## src/rtl/return_addr_stack.sv

```systemverilog
// Return-address stack: circular LIFO of link addresses with a registered pop result and target check.
// Pop result and mispredict appear one cycle after the request; no back-pressure, overflow drops the oldest entry.
module return_addr_stack #(
  parameter int DEPTH = 8,
  parameter int AW    = 9
) (
  input  logic                       clk,
  input  logic                       reset,
  input  logic                       push_valid,
  input  logic [AW-1:0]              push_addr,
  input  logic                       pop_valid,
  output logic                       top_valid,
  output logic [AW-1:0]              top_addr,
  output logic                       pred_valid,
  output logic [AW-1:0]              pred_addr,
  input  logic                       check_valid,
  input  logic [AW-1:0]              check_target,
  output logic                       mispredict,
  output logic [$clog2(DEPTH+1)-1:0] count
);

  localparam int PW = $clog2(DEPTH);
  localparam int CW = $clog2(DEPTH+1);

  logic [AW-1:0] mem [DEPTH];
  logic [PW-1:0] tp;
  logic [CW-1:0] cnt;
  logic          pend_valid;
  logic [AW-1:0] pend_addr;

  logic          stack_empty;
  logic          do_pop;
  logic [PW-1:0] tp_inc;
  logic [PW-1:0] tp_dec;

  assign stack_empty = (cnt == '0);
  assign do_pop      = pop_valid && !stack_empty;
  assign tp_inc      = tp + PW'(1);
  assign tp_dec      = tp - PW'(1);

  assign top_valid = !stack_empty;
  assign top_addr  = mem[tp];
  assign count     = cnt;

  // Storage is not reset; only the slot the current op targets is written.
  always_ff @(posedge clk) begin
    if (!reset && push_valid) begin
      if (do_pop) mem[tp]     <= push_addr;
      else        mem[tp_inc] <= push_addr;
    end
  end

  always_ff @(posedge clk or posedge reset) begin
    if (reset) begin
      tp  <= '0;
      cnt <= '0;
    end else if (push_valid && !do_pop) begin
      tp <= tp_inc;
      if (cnt != CW'(DEPTH)) cnt <= cnt + CW'(1);
    end else if (do_pop && !push_valid) begin
      tp  <= tp_dec;
      cnt <= cnt - CW'(1);
    end
  end

  always_ff @(posedge clk or posedge reset) begin
    if (reset) begin
      pred_valid <= 1'b0;
      pred_addr  <= '0;
    end else begin
      pred_valid <= do_pop;
      if (do_pop) pred_addr <= mem[tp];
    end
  end

  // The check always compares against the pend value held before this edge.
  always_ff @(posedge clk or posedge reset) begin
    if (reset) begin
      pend_valid <= 1'b0;
      pend_addr  <= '0;
      mispredict <= 1'b0;
    end else begin
      mispredict <= check_valid && (!pend_valid || (check_target != pend_addr));
      if (do_pop) begin
        pend_valid <= 1'b1;
        pend_addr  <= mem[tp];
      end else if (check_valid) begin
        pend_valid <= 1'b0;
      end
    end
  end

endmodule

```

## config.mk

```make
export PLATFORM = sky130hd
export DESIGN_NAME = return_addr_stack
export DESIGN_NICKNAME = d
export VERILOG_FILES = /design/src/rtl/return_addr_stack.sv
export SDC_FILE = /design/constraint.sdc
export NUM_CORES = 1
export LEC_CHECK = 0
export ABC_AREA = 0
export CAP_MARGIN = 5
export CORE_UTILIZATION = 55
export CTS_CLUSTER_SIZE = 20
export DETAILED_ROUTE_END_ITERATION = 16
export DONT_BUFFER_PORTS = 1
export MAX_ROUTING_LAYER = met4
export PLACE_DENSITY_LB_ADDON = 0.2
export SETUP_SLACK_MARGIN = 0.05
export SYNTH_ARGS = -nofsm -noshare
export SYNTH_HDL_FRONTEND = slang
export SYNTH_SLANG_ARGS = --single-unit
```

## constraint.sdc

```tcl
create_clock -name clk -period 3.3 [get_ports clk]
set_input_delay 0.66 -clock clk [delete_from_list [all_inputs] [get_ports clk]]
set_output_delay 0.66 -clock clk [all_outputs]
set_load 0.03 [all_outputs]
```

==> results.sh <==
export IMPL_cellPowerDensity_mw_per_mm2=897
export IMPL_r2r_slack_ns=0.51
export IMPL_switching_share=0.398
export IMPL_antenna_found_initial=0
export IMPL_cell_internal_pwr_mw=2.33
export IMPL_routed_wl_um=7010
export IMPL_grt_max_degree=23
export IMPL_clkPwrFrac=0.200
export IMPL_synth_cell_types=41
export IMPL_core_mm2=0.00683
export IMPL_crit_type="flop to primary output"
export IMPL_hold_class="input port to asynchronous set/reset pin"
export IMPL_grt_use_total=0.210
export IMPL_worst_slack_ns=0.486
export IMPL_tightest_slew_ns=0.773
export IMPL_crit_fanout=17
export IMPL_post_synth_cell_area_avg_um2=16.5
export IMPL_synthTopCellsByCount="edfxtp_1 (72), nand2_1 (31), dfrtp_1 (19), mux4_2 (18), a21oi_1 (12)"
export IMPL_dp_cells=339
export IMPL_io_pins=48
export IMPL_drt_pre_antenna_iters=4
export IMPL_final_min_clock_period_ns=2.81
export IMPL_cts_htree_levels=3
export IMPL_hold_buffers=0
export IMPL_grt_ovfl_total=0
export IMPL_netSwitchingPower_mw=1.54
export IMPL_synth_seq_cells=91
export IMPL_insertion_delay_ns=0.35
export IMPL_die_h_um=86.5
export IMPL_period_share=0.853
export IMPL_cp_end_kind="primary output"
export IMPL_comb_power_share=0.342
export IMPL_pre_cts_ws_ns=0.555
export IMPL_die_w_um=86.5
export IMPL_final_cell_area_mm2=0.00431
export IMPL_syn_inst=238
export IMPL_ys_flop_type="edfxtp_1"
export IMPL_path_clk_slew_ns=0.09
export IMPL_required_ns=2.64
export IMPL_drc_errors=0
export IMPL_ys_top_cells_by_area="edfxtp_1 (55%), dfrtp_1 (12%), mux4_2 (10%)"
export IMPL_slew_viol_final=0
export IMPL_synth_nets=268
export IMPL_rows=30
export IMPL_multiInputGateArea_mm2=0.00121
export IMPL_whs_ns=0.302
export IMPL_startpoint_type="flop"
export IMPL_place_gp_congestion=0.834
export IMPL_die_area_mm2=0.00748
export IMPL_fin_util=0.631
export IMPL_cap_violations=0
export IMPL_clock_sinks=91
export IMPL_synth_edf_count=72
export IMPL_max_slew_margin=0.485
export IMPL_synth_top_area_frac=0.551
export IMPL_clockBufferDepth=2
export IMPL_status="finished clean"
export IMPL_cts_buffers=9
export IMPL_portBuffers=0
export IMPL_dpl_cell_area_mm2=0.00410
export IMPL_synth_top_cell_by_area="edfxtp_1"
export IMPL_n_antenna_cell=0
export IMPL_via_count=2048
export IMPL_avgViaCountPerCell=5.77
export IMPL_dp_hpwl_um=4610
export IMPL_cts_tree="yes"
export IMPL_grt_pass1_wl_um=10800
export IMPL_syn_area_mm2=0.00393
export IMPL_fmax_ghz=0.355
export IMPL_ys_seq_area_frac=0.672
export IMPL_total_leakage_power_nw=1.51
export IMPL_drive_gt1_frac=0.232
export IMPL_fin_cells=355
export IMPL_hold_viol=0
export IMPL_regArea_mm2=0.00264
export IMPL_cts_resized=0
export IMPL_finClkSkew_ns=0.00765
export IMPL_cp_startpoint="tp[2]$_DFFE_PP0P_"
export IMPL_fin_nets=284
export IMPL_grt_pass1_vias=2072
export IMPL_start_util=0.575
export IMPL_setup_tns_ns=0
export IMPL_ir_drop_uv=494
export IMPL_fill_cells=510
export IMPL_reg2reg_from="count[0]$_DFFE_PP0P_"
export IMPL_setup_violations_final=0
export IMPL_ys_warn_count=0
export IMPL_pwr_share_seq=0.458
export IMPL_cp_arrival_ns=2.15
export IMPL_first_iter_violations=111
export IMPL_ant_nets=0
export IMPL_area_delta_synth_final_pct=9.79
export IMPL_postCtsSetupRepairBufs=0
export IMPL_p_total_mw=3.87
export IMPL_synth_most_common_cell="edfxtp_1"
export IMPL_wl_per_cell_um=19.7
export IMPL_rsz0062_at_grt="false"
export IMPL_clock_root_buffer="clkbuf_8"
export IMPL_async_flop_share=0.209
[critical path: stages (launching register included)]
cell     delay (ns)
dfrtp_1        0.85
buf_4          0.31
mux4_2         0.32
nand2_1        0.09
nand2_1        0.23
[layer usage]
| metal | global-route usage | routed length (µm) |
|---|---|---|
| met3 | 0.0571 | 332 |
| met1 | 0.276 | 3200 |
| met4 | 0.0591 | 55 |
| met2 | 0.327 | 3420 |
| met5 | - | 0 |
[power groups by stage]
stage	Clock (mW)	Combinational (mW)	Sequential (mW)
global placement	0	1.31	1.80
global route	0.845	1.43	1.80
detailed placement	0	1.32	1.80
finish	0.774	1.32	1.77
floorplan	0	1.11	1.74
CTS	0.790	1.33	1.78
[layout make-up]
type | instances | area share
Clock buffer | 9 | 0.0287
Tap cell | 96 | 0.0279
Sequential cell | 91 | 0.612
Inverter | 8 | 0.00755
Timing Repair Buffer | 13 | 0.0226
Clock inverter | 7 | 0.0200
Multi-Input combinational cell | 131 | 0.281
[state kept, by name, indices dropped and copies added (netlist names)]
| name | count |
|---|---|
| count | 4 |
| mem | 72 |
| mispredict | 1 |
| pend_addr | 9 |
| pend_valid | 1 |
| pred_valid | 1 |
| tp | 3 |
[final timing paths]
check	to	cells past startpoint
min	count[1]$_DFFE_PP0P_	1
min reg2reg	pend_valid$_DFFE_PP0P_	2
max reg2reg	count[3]$_DFFE_PP0P_	8
max in group asynchronous	mispredict$_DFF_PP0_	1
min in group clk	mem[0][6]$_DFFE_PP_	0
max	top_addr[8]	4
[kinds of logic (layout without fill, tap and decap cells)]
kind of cell | Yosys count | count (layout) | share of synthesized area
AOI/OAI and AO/OA | 27 | 27 | 0.0472
xor gates and xnor gates | 15 | 15 | 0.0335
adders and majority gates | 7 | 7 | 0.0223
buffers and inverters | 16 | 37 | 0.0194
DFF | 91 | 91 | 0.672
muxes | 29 | 29 | 0.135
and+or+nand+nor | 53 | 53 | 0.0711
[cell usage in the layout (no fill, tap or decap), types with 3 or more instances in the layout]
master     n
edfxtp_1  72
inv_1      6
xor2_1     4
nand4_1    4
buf_4     13
o21ai_0    3
clkbuf_8   9
mux4_2    18
xnor2_1   11
ha_1       7
mux2_2     8
a21oi_1   12
nor2_1     3
dfrtp_1   19
nand2_1   31
No activity file was read; power rests on OpenSTA's default activity.
